===== config.mk =====
export PLATFORM = sky130hd
export DESIGN_NAME = localbus_arbdec_flat
export DESIGN_NICKNAME = d
export VERILOG_FILES = /design/src/rtl/localbus_if.sv /design/src/rtl/localbus_arbdec.sv /design/src/flat_wrapper.sv
export SDC_FILE = /design/constraint.sdc
export NUM_CORES = 1
export LEC_CHECK = 0
export ABC_AREA = 1
export CAP_MARGIN = 20
export CORE_AREA = 2 2 137 139
export CTS_BUF_LIST = sky130_fd_sc_hd__clkbuf_4 sky130_fd_sc_hd__clkbuf_8 sky130_fd_sc_hd__clkbuf_16
export DETAILED_ROUTE_END_ITERATION = 6
export DIE_AREA = 0 0 139 141
export GPL_ROUTABILITY_DRIVEN = 0
export GPL_TIMING_DRIVEN = 0
export HOLD_SLACK_MARGIN = 0.1
export SLEW_MARGIN = 20
export SYNTH_ARGS = -nofsm -noshare
export SYNTH_HDL_FRONTEND = slang
export SYNTH_SLANG_ARGS = --single-unit

===== constraint.sdc =====
create_clock -name clk -period 2.75 [get_ports clk]
set_input_delay 0.55 -clock clk [delete_from_list [all_inputs] [get_ports clk]]
set_output_delay 0.55 -clock clk [all_outputs]
set_load 0.02 [all_outputs]

===== src/rtl/localbus_if.sv =====
// Local-bus bundle between the CPU data port, the decoder/access controller and its slave channels.
// The master modport is the environment (CPU plus peripherals); the slave modport is the controller.
interface localbus_if #(
    parameter int unsigned XLEN = 32,
    parameter int unsigned NSLV = 4
);
    logic                   m_req;
    logic [XLEN-1:0]        m_addr;
    logic [XLEN-1:0]        m_wdata;
    logic [3:0]             m_we;
    logic [XLEN-1:0]        m_rdata;
    logic                   m_ready;
    logic                   m_err;
    logic                   m_busy;
    logic [NSLV-1:0]        s_sel;
    logic [XLEN-1:0]        s_addr;
    logic [XLEN-1:0]        s_wdata;
    logic [3:0]             s_we;
    logic [NSLV*XLEN-1:0]   s_rdata;
    logic [NSLV-1:0]        s_ready;
    logic [XLEN-1:0]        err_addr;
    logic [7:0]             err_cnt;

    modport master (
        output m_req, m_addr, m_wdata, m_we, s_rdata, s_ready,
        input  m_rdata, m_ready, m_err, m_busy, s_sel, s_addr, s_wdata, s_we, err_addr, err_cnt
    );

    modport slave (
        input  m_req, m_addr, m_wdata, m_we, s_rdata, s_ready,
        output m_rdata, m_ready, m_err, m_busy, s_sel, s_addr, s_wdata, s_we, err_addr, err_cnt
    );
endinterface


===== src/rtl/localbus_arbdec.sv =====
// Local-bus decoder and access controller: base/mask decode, req/ready handshake, timeout error.
// Optional error capture (first error address, saturating count) under LBUS_ERR_CAPTURE_EN.
module localbus_arbdec #(
    parameter int unsigned          XLEN      = 32,
    parameter int unsigned          NSLV      = 4,
    parameter logic [NSLV*XLEN-1:0] BASE_LIST = '0,
    parameter logic [NSLV*XLEN-1:0] MASK_LIST = '0,
    parameter int unsigned          TIMEOUT   = 15
) (
    input logic       clk,
    input logic       rst,
    localbus_if.slave bus
);
    localparam int unsigned CntW = (TIMEOUT > 0) ? $clog2(TIMEOUT + 1) : 1;
    localparam logic [CntW:0] TimeoutCmp = TIMEOUT[CntW:0];

    typedef enum logic [1:0] {StIdle, StAccess, StResp} state_e;

    state_e          state_q;
    logic [CntW-1:0] cnt_q;
    logic [CntW:0]   cnt_inc;
    logic [NSLV-1:0] sel_dec;
    logic            hit;
    logic            sel_ready;
    logic [XLEN-1:0] rdata_sel;
    logic            timeout_hit;

    // Descending scan so the lowest matching channel overwrites any higher one.
    always_comb begin
        sel_dec = '0;
        hit     = 1'b0;
        for (int i = int'(NSLV) - 1; i >= 0; i--) begin
            if ((bus.m_addr & MASK_LIST[i*XLEN +: XLEN]) ==
                (BASE_LIST[i*XLEN +: XLEN] & MASK_LIST[i*XLEN +: XLEN])) begin
                sel_dec    = '0;
                sel_dec[i] = 1'b1;
                hit        = 1'b1;
            end
        end
    end

    always_comb begin
        rdata_sel = '0;
        for (int i = 0; i < int'(NSLV); i++) begin
            if (bus.s_sel[i]) begin
                rdata_sel = rdata_sel | bus.s_rdata[i*XLEN +: XLEN];
            end
        end
    end

    assign sel_ready   = |(bus.s_sel & bus.s_ready);
    assign cnt_inc     = {1'b0, cnt_q} + 1'b1;
    assign timeout_hit = (TIMEOUT != 0) && (cnt_inc == TimeoutCmp);
    assign bus.m_busy  = (state_q != StIdle);

    always_ff @(posedge clk) begin
        if (rst) begin
            state_q     <= StIdle;
            cnt_q       <= '0;
            bus.m_rdata <= '0;
            bus.m_ready <= 1'b0;
            bus.m_err   <= 1'b0;
            bus.s_sel   <= '0;
            bus.s_addr  <= '0;
            bus.s_wdata <= '0;
            bus.s_we    <= '0;
        end else begin
            unique case (state_q)
                StIdle: begin
                    if (bus.m_req) begin
                        bus.s_addr  <= bus.m_addr;
                        bus.s_wdata <= bus.m_wdata;
                        if (hit) begin
                            bus.s_sel <= sel_dec;
                            bus.s_we  <= bus.m_we;
                            cnt_q     <= '0;
                            state_q   <= StAccess;
                        end else begin
                            // Unmapped: no slave is selected, so no byte enables go out.
                            bus.s_we    <= '0;
                            bus.m_rdata <= '0;
                            bus.m_err   <= 1'b1;
                            bus.m_ready <= 1'b1;
                            state_q     <= StResp;
                        end
                    end
                end
                StAccess: begin
                    if (sel_ready) begin
                        bus.m_rdata <= rdata_sel;
                        bus.m_err   <= 1'b0;
                        bus.m_ready <= 1'b1;
                        bus.s_sel   <= '0;
                        bus.s_we    <= '0;
                        state_q     <= StResp;
                    end else if (timeout_hit) begin
                        bus.m_rdata <= '0;
                        bus.m_err   <= 1'b1;
                        bus.m_ready <= 1'b1;
                        bus.s_sel   <= '0;
                        bus.s_we    <= '0;
                        state_q     <= StResp;
                    end else begin
                        cnt_q <= cnt_inc[CntW-1:0];
                    end
                end
                StResp: begin
                    bus.m_ready <= 1'b0;
                    state_q     <= StIdle;
                end
                default: state_q <= StIdle;
            endcase
        end
    end

`ifdef LBUS_ERR_CAPTURE_EN
    logic            err_event;
    logic [XLEN-1:0] err_src;

    // An unmapped request has not reached s_addr yet, so take its address straight from the master.
    always_comb begin
        err_event = 1'b0;
        err_src   = bus.s_addr;
        if (state_q == StIdle && bus.m_req && !hit) begin
            err_event = 1'b1;
            err_src   = bus.m_addr;
        end else if (state_q == StAccess && !sel_ready && timeout_hit) begin
            err_event = 1'b1;
        end
    end

    always_ff @(posedge clk) begin
        if (rst) begin
            bus.err_addr <= '0;
            bus.err_cnt  <= '0;
        end else if (err_event) begin
            if (bus.err_cnt == 8'd0) begin
                bus.err_addr <= err_src;
            end
            if (bus.err_cnt != 8'hFF) begin
                bus.err_cnt <= bus.err_cnt + 8'd1;
            end
        end
    end
`else
    assign bus.err_addr = '0;
    assign bus.err_cnt  = '0;
`endif
endmodule


===== src/flat_wrapper.sv =====
// flat-port wrapper written by rule: the top's interface ports become plain ports
module localbus_arbdec_flat 
#(
    parameter int unsigned          XLEN      = 32,
    parameter int unsigned          NSLV      = 4,
    parameter logic [NSLV*XLEN-1:0] BASE_LIST = '0,
    parameter logic [NSLV*XLEN-1:0] MASK_LIST = '0,
    parameter int unsigned          TIMEOUT   = 15
)
  (clk, rst, bus_m_req, bus_m_addr, bus_m_wdata, bus_m_we, bus_s_rdata, bus_s_ready, bus_m_rdata, bus_m_ready, bus_m_err, bus_m_busy, bus_s_sel, bus_s_addr, bus_s_wdata, bus_s_we, bus_err_addr, bus_err_cnt);
  localbus_if #(.XLEN(XLEN), .NSLV(NSLV)) bus_i ();
  input logic clk;
  input logic rst;
  input wire logic [$bits(bus_i.m_req)-1:0] bus_m_req;
  input wire logic [$bits(bus_i.m_addr)-1:0] bus_m_addr;
  input wire logic [$bits(bus_i.m_wdata)-1:0] bus_m_wdata;
  input wire logic [$bits(bus_i.m_we)-1:0] bus_m_we;
  input wire logic [$bits(bus_i.s_rdata)-1:0] bus_s_rdata;
  input wire logic [$bits(bus_i.s_ready)-1:0] bus_s_ready;
  output wire logic [$bits(bus_i.m_rdata)-1:0] bus_m_rdata;
  output wire logic [$bits(bus_i.m_ready)-1:0] bus_m_ready;
  output wire logic [$bits(bus_i.m_err)-1:0] bus_m_err;
  output wire logic [$bits(bus_i.m_busy)-1:0] bus_m_busy;
  output wire logic [$bits(bus_i.s_sel)-1:0] bus_s_sel;
  output wire logic [$bits(bus_i.s_addr)-1:0] bus_s_addr;
  output wire logic [$bits(bus_i.s_wdata)-1:0] bus_s_wdata;
  output wire logic [$bits(bus_i.s_we)-1:0] bus_s_we;
  output wire logic [$bits(bus_i.err_addr)-1:0] bus_err_addr;
  output wire logic [$bits(bus_i.err_cnt)-1:0] bus_err_cnt;
  assign bus_i.m_req = bus_m_req;
  assign bus_i.m_addr = bus_m_addr;
  assign bus_i.m_wdata = bus_m_wdata;
  assign bus_i.m_we = bus_m_we;
  assign bus_i.s_rdata = bus_s_rdata;
  assign bus_i.s_ready = bus_s_ready;
  assign bus_m_rdata = bus_i.m_rdata;
  assign bus_m_ready = bus_i.m_ready;
  assign bus_m_err = bus_i.m_err;
  assign bus_m_busy = bus_i.m_busy;
  assign bus_s_sel = bus_i.s_sel;
  assign bus_s_addr = bus_i.s_addr;
  assign bus_s_wdata = bus_i.s_wdata;
  assign bus_s_we = bus_i.s_we;
  assign bus_err_addr = bus_i.err_addr;
  assign bus_err_cnt = bus_i.err_cnt;
  localbus_arbdec #(.XLEN(XLEN), .NSLV(NSLV), .BASE_LIST(BASE_LIST), .MASK_LIST(MASK_LIST), .TIMEOUT(TIMEOUT)) u_core (.clk(clk), .rst(rst), .bus(bus_i));
endmodule

==> key figures, run 1 <==
Run status
  • Status: complete, no violations

Finish
  • ANT cells: 0
  • Layout cells sized above 1: 0.1190
  • Fillers: 1912
  • Nets: between 1000 and 1500
  • Synth-to-layout area growth: 62.52%

Detailed routing
  • DR WL/cell: approximately 13 µm
  • Drc violations: 0
  • DR vias: 4301
  • Vias per cell: 4.035
  • Post-Route WL: about 14000 µm
  • Antenna viol nets, final: 0
  • Drt first pass iters: 6
  • Starting DRC count in detailed routing: approximately 120

Setup path
  • Worst path cell trace: inv_1 > ha_1 > inv_1 > clkdlybuf4s50_1
  • Crit path DAT: around 1.8 ns
  • Critical-path maximum fanout: 4
  • Worst reg2reg path depth: 7
  • Worst path required time: around 2.2 ns
  • R2R setup slack: 1.00 ns
  • Slowest CP cell: clkdlybuf4s50_1
  • CP max stage delay: around 0.66 ns
  • CP Capture Type: output pin
  • RR Endpoint: u_core.bus.s_addr[27]
  • Crit path top cell by count: inv_1
  • Worst r2r src: u_core.state_q[0]
  • CP Class: register to output pin
  • Buf/Inv on CP: 3
  • Crit-path leading delay family: buffers and inverters
  • CP Launch Type: register

GRT
  • Total congestion overflow: 0
  • Vias in the first global route: 3974
  • Initial antenna violation count: 0
  • Tot GR Track Use: 0.1356
  • Largest net degree at the start of global routing: 19
  • First-pass GRT wire length: ~21000 µm

Clock tree
  • Max Root-Sink Buffers: 2
  • Cts bufs inserted: 9
  • Post-CTS Setup Bufs: 0
  • Skew-Pair Late Insertion Delay: roughly 0.35 ns
  • CTS sink cnt: around 110
  • CTS root buf: clkbuf_16
  • Worst-path clk slew: around 0.070 ns
  • Resize count post-CTS: 0
  • Hold Buf Count CTS: 0
  • CTS tree: done
  • H-tree depth: 3

Logic synthesis
  • EDFF count, synth: 0
  • Mapped Cells: around 570
  • Sequential element share of the synthesized area: 0.4881
  • Ys Warns: 0
  • Async S/R FF share, synth: 0
  • Netlist cell types: 24
  • Main synth FF type: dfxtp_1
  • Avg Cell Area, Syn: about 7.9 µm²
  • Cell Area, Synth: roughly 4500 µm²
  • Seq cells post-synth: approximately 110

Floorplan
  • Die height: between 100 and 150 µm
  • Chip width: 139 µm
  • Die footprint: roughly 20000 µm²
  • Starting density of the core: 0.2447
  • Rows: 50
  • Core area: about 18000 µm²
  • # IOs: 350

STA
  • Setup Skew: a little over 0.01 ns
  • Setup TNS: 0 ns
  • Slew margin rel.: 0.6421
  • Final period util: 0.8445
  • RSZ-0062 raised after global routing: false
  • Pins over their slew limit: 0
  • Setup ws final: between 0.4 and 0.5 ns
  • Tmin final: ~2.3 ns
  • Final setup vio count: 0
  • Max Clk Rate: 430.6 MHz
  • Slew of the pin with the lowest slew margin: about 0.54 ns
  • Hold Vio Cnt, Final: 0

Power
  • Total power: around 4.2 mW
  • Leakage power: 2.915 nW
  • VDD IR max: 0.3518 mV
  • Pwr Density: ~580 nW/µm²

Flow run
  • Max cap viols: 0

Worst hold path
  • Hold Crit Endpoint: u_core.bus.s_we[1]
  • Hold path startpoint: u_core.bus.s_we[1]
  • Worst Hold Class: register to register
  • Worst hold path depth: 2

Placement
  • DP Worst Slack: between 0.4 and 0.5 ns
  • PortBufs: 207
  • DP HPWL: approximately 10000 µm
synthesized netlist by cell type, types with 5 or more instances:
cell type  number  share of area
dfxtp_1       109           0.49
nand4_1         5         0.0070
clkbuf_1       18          0.015
buf_2          10          0.011
o21ai_0        65          0.073
nand3_1        29          0.032
inv_1          18          0.015
nand2_1        57          0.048
nand2_2         5         0.0070
ha_1            5          0.014
buf_4          46          0.077
nor2_1        135           0.11
nand3_2        11          0.025
a21oi_1        41          0.046
layout make-up:
cell class | instances | area (µm²) | share of cell area
multi-input combinational | 402 | 1853 | 0.2550
inverter | 21 | 81.33 | 0.01119
timing repair buffer | 207 | 2072 | 0.2852
clock buffer | 9 | 225.2 | 0.03100
sequential | 109 | 2182 | 0.3003
tap | 234 | 292.8 | 0.04030
clock inverter | 6 | 47.55 | 0.006544
buffer | 78 | 511.7 | 0.07043
stage by stage:
stage	hold WS (ns)	util	instances	cell area (µm²)
after CTS	0.4715	0.3977	1066	7266
final	0.4680	0.3977	1066	7266
after detailed placement	0.4604	0.3828	1051	6993
after global placement	0.4511	0.3828	1051	6993
after floorplan	0.4564	-	610	4628
after global routing	0.4783	0.3977	1066	7266
state kept, by name (all words and copies together), names as in the netlist:
| signal | count |
|---|---|
| u_core.bus.m_err | 1 |
| u_core.bus.m_rdata | 32 |
| u_core.bus.m_ready | 1 |
| u_core.bus.s_addr | 32 |
| u_core.bus.s_sel | 1 |
| u_core.bus.s_wdata | 32 |
| u_core.bus.s_we | 4 |
| u_core.cnt_q | 4 |
| u_core.state_q | 2 |
logic make-up (layout without fill, tap and decap cells):
group / count (synthesis) / after routing / share of synthesized area
other: 1 / 43 / 0.0008388
AND/OR/NAND/NOR: 247 / 247 / 0.2438
AO/OA/AOI/OAI: 107 / 107 / 0.1206
buffers and inverters: 99 / 321 / 0.1327
adder cells (fa/ha/maj): 5 / 5 / 0.01399
flip-flops: 109 / 109 / 0.4881
worst reg2reg max path, stage by stage, from the launching register on:
cell	delay, ns
dfxtp_1	0.35
inv_1	0.06
ha_1	0.24
nand2_1	0.14
buf_2	0.28
clkbuf_1	0.36
o21ai_0	0.14
nor2_1	0.11
placed cells by master (no fill, tap or decap), types with 2 or more instances in the layout:
cell	instances
clkdlybuf4s50_1	207
nor2_1	135
dfxtp_1	109
o21ai_0	65
nand2_1	57
buf_4	46
conb_1	43
a21oi_1	41
nand3_1	29
inv_1	18
clkbuf_1	18
nand3_2	11
buf_2	10
clkbuf_16	9
nand4_1	5
nand2_2	5
ha_1	5
buf_6	3
inv_2	2
nor2_4	2
inv_6	2
clkinv_4	2
worst max path at each step:
stage,startpoint,to,slack (ns),depth (start not counted)
final,u_core.state_q[0],bus_m_busy,0.43,4
after global routing,u_core.state_q[0],bus_m_busy,0.31,4
after CTS,u_core.state_q[0],bus_m_busy,0.37,4
after detailed placement,rst,u_core.state_q[1],0.46,5
after global placement,rst,u_core.state_q[1],0.46,5
after floorplan,u_core.state_q[1],u_core.bus.m_rdata[0],1.39,9
metal layers:
metal / track usage / vias up / share of wire
met5: 0 / - / 0
met4: 0.03828 / 0 / 0.011
met3: 0.06386 / 10 / 0.12
met2: 0.2243 / 180 / 0.46
met1: 0.1580 / 1846 / 0.42
li1: - / 2265 / -
power breakdown:
group / internal, mW / switching, mW / total [mW]
clock: 0.618 / 0.610 / 1.23
sequential: 1.73 / 0.0814 / 1.81
combinational: 0.553 / 0.635 / 1.19
total: 2.90 / 1.33 / 4.23
(Power assumes the default switching activity.)
==> run 2: changes to the inputs <==
- CORE_AREA: 2 2 137 139 -> 2 2 135 137
- DIE_AREA: 0 0 139 141 -> 0 0 137 139
- clock period: 2.75 -> 2.2 ns (I/O delays scaled with it)
==> run 2 against run 1 <==
Net effect:
- first-iteration DRC count shrank 13%
- non-clock buffer count stayed put
- count of clock-buffer cells in the layout stayed put
- global-route usage increased by 0.66 points
- highest routed layer unchanged
- core utilization rose by 1.5 points
==> key figures, run 2 (same netlist as run 1, synthesis figures left out) <==
Floorplan
  • Chip width: 137 µm (-1.4%)
  • Rows: 49 (-2.0%)
  • Die height: 139 µm (-1.4%)
  • Core area: 17660 µm² (-3.3%)
  • Starting density of the core: 0.2532 (+0.008463)
  • # IOs: 350 (unchanged)
  • Die footprint: 19040 µm² (-2.8%)

Finish
  • Final core utilization: 0.4126 (+0.01482)
  • Most common cell after layout, fill and taps aside: clkdlybuf4s50_1
  • Nets: 1036 (unchanged)
  • Layout cells sized above 1: 0.1200 (+0.001058)
  • Commonest non-fill, non-tap cells in the layout: 206 x clkdlybuf4s50_1, 135 x nor2_1, 109 x dfxtp_1
  • ANT cells: 0 (unchanged)
  • Multi-input logic area: 1853 µm² (unchanged)
  • Fillers: 1824 (-4.6%)
  • Final instance count without filler cells: 1062 (-0.38%)
  • Sequential Area: 2182 µm² (unchanged)
  • Top flop regs: u_core.bus.m_rdata (32), u_core.bus.s_addr (32), u_core.bus.s_wdata (32)
  • Synth-to-layout area growth: 62.94%

Detailed routing
  • Drc violations: 0 (unchanged)
  • Vias per cell: 4.071 (+0.89%)
  • Post-Route WL: 13660 µm (+0.70%)
  • DR WL/cell: 12.86 µm (+1.1%)
  • Antenna viol nets, final: 0 (unchanged)
  • Starting DRC count in detailed routing: 106 (-13%)
  • Drt first pass iters: 4 (-2)
  • DR vias: 4323 (+0.51%)

Placement
  • PortBufs: 207 (unchanged)
  • Placed Cells: 1046 (-0.48%)
  • DP HPWL: 10360 µm (+0.46%)

GRT
  • Total congestion overflow: 0 (unchanged)
  • Vias in the first global route: 4149 (+4.4%)
  • Initial antenna violation count: 0 (unchanged)
  • Tot GR Track Use: 0.1422 (+0.006567)
  • Largest net degree at the start of global routing: 19 (unchanged)
  • First-pass GRT wire length: 21180 µm (+0.13%)

Setup path
  • Worst reg2reg path depth: 7 (unchanged)
  • Critical-path maximum fanout: 10 (+6)
  • Crit-path leading delay family: buffers and inverters
  • CP Launch Type: primary input
  • Slowest CP cell: clkbuf_1
  • RR Endpoint: u_core.bus.s_wdata[8]
  • Worst r2r src: u_core.state_q[0]
  • CP Capture Type: register
  • Worst path cell trace: clkdlybuf4s50_1 > inv_1 > clkbuf_1 > o21ai_0 > nor2_1
  • Crit path DAT: 2.26 ns (+0.49 ns)
  • Buf/Inv on CP: 3 (unchanged)
  • Worst setup path startpoint: rst
  • Worst path required time: 2.49 ns (+0.29 ns)
  • R2R setup slack: 0.40 ns (-0.60 ns)
  • CP Class: primary input to register
  • CP max stage delay: 0.58 ns (-0.08 ns)

Flow run
  • Max cap viols: 0 (unchanged)

Worst hold path
  • Worst hold path depth: 2 (unchanged)
  • Hold path startpoint: u_core.bus.s_we[1]
  • Hold Crit Endpoint: u_core.bus.s_we[1]
  • Worst Hold Class: register to register

Clock tree
  • CTS tree: done
  • Post-CTS Setup Bufs: 0 (unchanged)
  • CTS sink cnt: 109 (unchanged)
  • Resize count post-CTS: 1 (+1)
  • CTS root buf: clkbuf_16
  • Cts bufs inserted: 9 (unchanged)
  • Hold Buf Count CTS: 0 (unchanged)
  • Max Root-Sink Buffers: 2 (unchanged)
  • Worst-path clk slew: 0.07 ns (about the same)
  • H-tree depth: 3 (unchanged)
  • Skew-Pair Late Insertion Delay: 0.36 ns (about the same)

STA
  • Tmin final: approximately 2 ns
  • Final period util: 0.8950
  • Setup Skew: 0.008453 ns (-0.001894 ns)
  • Pins over their slew limit: 0 (unchanged)
  • Max Clk Rate: just over 500 MHz
  • Hold Vio Cnt, Final: 0 (unchanged)
  • Slew margin rel.: 0.5417 (-0.1003)
  • RSZ-0062 raised after global routing: false
  • Final setup vio count: 0 (unchanged)
  • Slew of the pin with the lowest slew margin: 0.6874 ns (+0.1505 ns)

Run status
  • Status: complete, no violations

Power
  • Leakage power: 2.920 nW (+0.16%)
  • Pwr Density: 742.8 nW/µm² (+28%)
  • VDD IR max: 0.4766 mV (+35%)
-- run 2: per-layer routing --
| layer | vias up | part of all wire | track usage |
|---|---|---|---|
| li1 | 2265 | - | - |
| met1 | 1872 | 0.43 | 0.1665 |
| met2 | 174 | 0.44 | 0.2278 |
| met3 | 12 | 0.12 | 0.07383 |
| met4 | 0 | 0.014 | 0.03690 |
| met5 | - | 0 | 0 |
-- run 2: per-stage QoR --
step / instance area (µm²) / hold slack, ns / setup WS, ns / power, mW / setup TNS [ns]
after CTS: 7284 / 0.4693 / 0.1173 / 5.501 / 0
after global routing: 7284 / 0.4970 / 0.08203 / 5.740 / 0
after detailed placement: 6987 / 0.4593 / -0.2480 / 3.813 / -0.9345
after global placement: 6987 / 0.4530 / -0.2334 / 3.812 / -0.9738
final: 7284 / 0.4662 / 0.2310 / 5.411 / 0
after floorplan: 4628 / 0.4564 / 0.8430 / 3.113 / 0
-- run 2: cell type report --
cell class / count / area share
flip-flops and latches: 109 / 0.2996
multi-input cells: 402 / 0.2544
inverters: 21 / 0.01116
clock buffers: 9 / 0.03092
clock inverters: 7 / 0.01013
well taps: 229 / 0.03933
plain buffers: 78 / 0.07025
repair buffers: 207 / 0.2843
-- run 2: how the worst max path moves through the flow --
stage | to | slack [ns] | depth (start not counted)
6_report | u_core.bus.s_addr[26] | 0.23 | 5
5_1_grt | u_core.bus.s_addr[26] | 0.08 | 5
4_1_cts | u_core.bus.s_addr[26] | 0.12 | 5
3_5_place_dp | u_core.bus.s_addr[26] | -0.25 | 5
3_3_place_gp | u_core.bus.s_addr[26] | -0.23 | 5
2_1_floorplan | u_core.bus.m_rdata[0] | 0.84 | 9
-- run 2: worst min-delay path: cells and delay by family, from the launching register on --
family / cells / cell delay, ns
DFF: 1 / 0.32
and+or+nand+nor: 1 / 0.06
AOI/OAI and AO/OA: 1 / 0.05
-- run 2: report_power, final --
part / total (mW) / switching (mW) / leakage (nW) / internal [mW]
sequential: 2.27 / 0.104 / 0.895 / 2.16
combinational: 1.48 / 0.792 / 1.89 / 0.688
clock: 1.66 / 0.779 / 0.134 / 0.886
==> run 3: changes to the inputs <==
- ABC_AREA: 1 -> default
- CORE_AREA: 2 2 135 137 -> 2 2 136 138
- DIE_AREA: 0 0 137 139 -> 0 0 138 140
==> run 3 against run 2 <==
Net effect:
- register-to-register slack worse by 0.28 ns
- area after synthesis is 4.0% lower
- global-route usage is 0.86 points lower
- sequential share of layout area is 0.74 points higher
- core utilization is 1.2 points lower
- synthesized cell count is 7.7% lower
- wire length is 1.9% lower
- sequential cell count stayed put
- total power is 3.5% lower
- count of clock-buffer cells in the layout stayed put
- largest power group unchanged
- highest routed layer unchanged
==> key figures, run 3 <==
Run status
  • Status: complete, no violations

Logic synthesis
  • Async S/R FF share, synth: 0 (unchanged)
  • Yosys top cell area share: 0.5085 (+0.02035)
  • Main synth FF type: dfxtp_1
  • EDFF count, synth: 0 (unchanged)
  • Area contributors post-synth: dfxtp_1 51%, nand2_1 12%, a21oi_1 9.6%
  • Mapped Cells: 524 (-7.7%)
  • Top post-synthesis cells by count: 142 x nand2_1, 109 x dfxtp_1, 82 x a21oi_1
  • Ys Warns: 0 (unchanged)
  • Netlist cell types: 35 (+46%)
  • Avg Cell Area, Syn: 8.190 µm² (+4.1%)
  • Area leader, netlist: dfxtp_1
  • Cell Area, Synth: 4292 µm² (-4.0%)
  • Count leader, synth: nand2_1
  • Sequential element share of the synthesized area: 0.5085 (+0.02035)
  • Seq cells post-synth: 109 (unchanged)

Floorplan
  • Die footprint: 19320 µm² (+1.5%)
  • Starting density of the core: 0.2414 (-0.01181)
  • Core area: 17780 µm² (+0.69%)
  • Die height: 140 µm (+0.72%)
  • # IOs: 350 (unchanged)
  • Chip width: 138 µm (+0.73%)
  • Rows: 49 (unchanged)

STA
  • Pins over their slew limit: 0 (unchanged)
  • Max Clk Rate: 479.8 MHz (-5.5%)
  • Slew margin rel.: 0.6530 (+0.1113)
  • Final period util: 0.9474 (+0.05244)
  • Slew of the pin with the lowest slew margin: 0.5204 ns (-0.1669 ns)
  • Setup ws final: 0.1156 ns (-0.1154 ns)
  • Setup TNS: 0 ns (unchanged)
  • Final setup vio count: 0 (unchanged)
  • Hold Vio Cnt, Final: 0 (unchanged)
  • Setup Skew: 0.009220 ns (+0.0007674 ns)
  • Tmin final: 2.084 ns (+0.1154 ns)
  • RSZ-0062 raised after global routing: true

Setup path
  • CP Launch Type: primary input
  • Critical-path maximum fanout: 8 (-2)
  • Crit path DAT: 2.37 ns (+0.11 ns)
  • CP Class: primary input to register
  • CP Capture Type: register
  • Worst path required time: 2.48 ns (about the same)

Clock tree
  • H-tree depth: 3 (unchanged)
  • CTS root buf: clkbuf_16
  • CTS sink cnt: 109 (unchanged)
  • Worst-path clk slew: 0.07 ns (about the same)
  • Cts bufs inserted: 9 (unchanged)
  • Skew-Pair Late Insertion Delay: 0.35 ns (about the same)
  • CTS tree: done
  • Max Root-Sink Buffers: 2 (unchanged)

Placement
  • DP Worst Slack: -0.3577 ns (-0.1097 ns)
  • DP HPWL: 9945 µm (-4.0%)
  • Dpl cell area: 6798 µm² (-2.7%)
  • Placed Cells: 1001 (-4.3%)
  • PortBufs: 206 (-0.48%)

Power
  • VDD IR max: 0.3440 mV (-28%)
  • Pwr Density: 733.5 nW/µm² (-1.3%)
  • Total power: 5.220 mW (-3.5%)
  • Leakage power: 2.735 nW (-6.3%)

Detailed routing
  • Antenna viol nets, final: 0 (unchanged)
  • Routed length on met2: 6233 µm (+4.4%)
  • Post-Route WL: 13400 µm (-1.9%)
  • Starting DRC count in detailed routing: 133 (+25%)
  • Vias per cell: 4.113 (+1.0%)
  • DR WL/cell: 13.19 µm (+2.5%)
  • Drt first pass iters: 4 (unchanged)
  • DR vias: 4179 (-3.3%)
  • Post-Route M1 WL: 5887 µm (+0.77%)
  • Max layer used: met4
  • Drc violations: 0 (unchanged)
  • WL met3: 1042 µm (-37%)

Finish
  • Synth-to-layout area growth: 65.83%
  • Top flop regs: u_core.bus.m_rdata (32), u_core.bus.s_addr (32), u_core.bus.s_wdata (32)
  • Sequential Area: 2185 µm² (+0.12%)
  • Layout cells sized above 1: 0.09784 (-0.02221)
  • Most common cell after layout, fill and taps aside: clkdlybuf4s50_1
  • Post-Layout Inst Area: 7117 µm² (-2.3%)
  • Commonest non-fill, non-tap cells in the layout: 205 x clkdlybuf4s50_1, 142 x nand2_1, 107 x dfxtp_1
  • ANT cells: 0 (unchanged)
  • Final instance count without filler cells: 1016 (-4.3%)
  • Fillers: 1850 (+1.4%)
  • Multi-input logic area: 1812 µm² (-2.2%)
  • Nets: 990 (-4.4%)

GRT
  • Largest net degree at the start of global routing: 20 (+1)
  • Total congestion overflow: 0 (unchanged)
  • Initial antenna violation count: 0 (unchanged)
  • Vias in the first global route: 3849 (-7.2%)
  • Tot GR Track Use: 0.1336 (-0.008624)
  • First-pass GRT wire length: 20680 µm (-2.3%)

Flow run
  • Max cap viols: 0 (unchanged)

Worst hold path
  • Worst Hold Class: register to register
-- run 3: cell types whose count changed in the layout (fill, tap and decap cells not counted), sizes merged, moves of 2 or more --
cell,before,now
nor2,137,34
nand2,62,142
o21ai,66,4
a21oi,41,82
nand3,41,4
a22oi,0,33
inv,22,8
buf,60,48
clkbuf,27,38
nand4,5,0
nand2b,0,4
and2,0,2
nor2b,0,2
or3b,0,2
-- run 3: worst max-delay path, cell delays in order --
cell             delay, ns
clkdlybuf4s50_1       0.66
nor2b_4               0.11
or3_4                 0.43
a21o_4                0.22
or3b_1                0.37
a21oi_2               0.13
-- run 3: per-stage QoR --
| stage | util | hold WS, ns |
|---|---|---|
| finish | 0.4003 | 0.4543 |
| global route | 0.4003 | 0.4741 |
| CTS | 0.3982 | 0.4564 |
| detailed placement | 0.3823 | 0.4465 |
| global placement | 0.3823 | 0.4408 |
| floorplan | - | 0.4787 |
-- run 3: kinds of logic after synthesis --
family | Yosys count | synth area share
flip-flops | 109 | 0.5085
buffers and inverters | 84 | 0.1131
AO/OA/AOI/OAI | 128 | 0.1755
multiplexers | 1 | 0.002332
AND/OR/NAND/NOR | 196 | 0.1851
other | 1 | 0.0008738
adder cells (fa/ha/maj) | 5 | 0.01458
-- run 3: final timing paths --
kind | to | from | cells past startpoint | slack, ns
setup / recovery | u_core.cnt_q[1] | bus_m_req | 6 | 0.12
hold / removal | u_core.bus.s_addr[0] | u_core.bus.s_addr[0] | 2 | 0.45
setup reg to reg | u_core.cnt_q[1] | u_core.state_q[1] | 8 | 0.12
hold reg to reg | u_core.bus.s_addr[0] | u_core.bus.s_addr[0] | 2 | 0.45
-- run 3: final cells by class --
class	count	share of cell area
Clock buffer	9	0.03165
Multi-Input combinational cell	373	0.2546
Tap cell	229	0.04026
Buffer	76	0.06452
Sequential cell	109	0.3070
Inverter	6	0.003165
Clock inverter	7	0.008263
Timing Repair Buffer	207	0.2906
-- run 3: layer usage --
| metal | track usage | up-vias |
|---|---|---|
| met5 | 0 | - |
| met4 | 0.04511 | 0 |
| met3 | 0.04752 | 17 |
| met2 | 0.2173 | 140 |
| met1 | 0.1649 | 1858 |
| li1 | - | 2164 |
-- run 3: power breakdown --
| part | internal [mW] | leakage [nW] | switching, mW |
|---|---|---|---|
| clock network | 0.783 | 0.126 | 0.794 |
| logic | 0.666 | 1.72 | 0.763 |
| registers | 2.13 | 0.890 | 0.0825 |
| total | 3.58 | 2.73 | 1.64 |
-- run 3: what timing repair did --
action	4_1_cts	5_1_grt
endpoints found under the hold margin	0	0
hold buffers	0	0
pin swaps	0	1
cloned	0	0
setup buffers	0	1
resized for setup	2	17
setup endpoints to repair	10	86
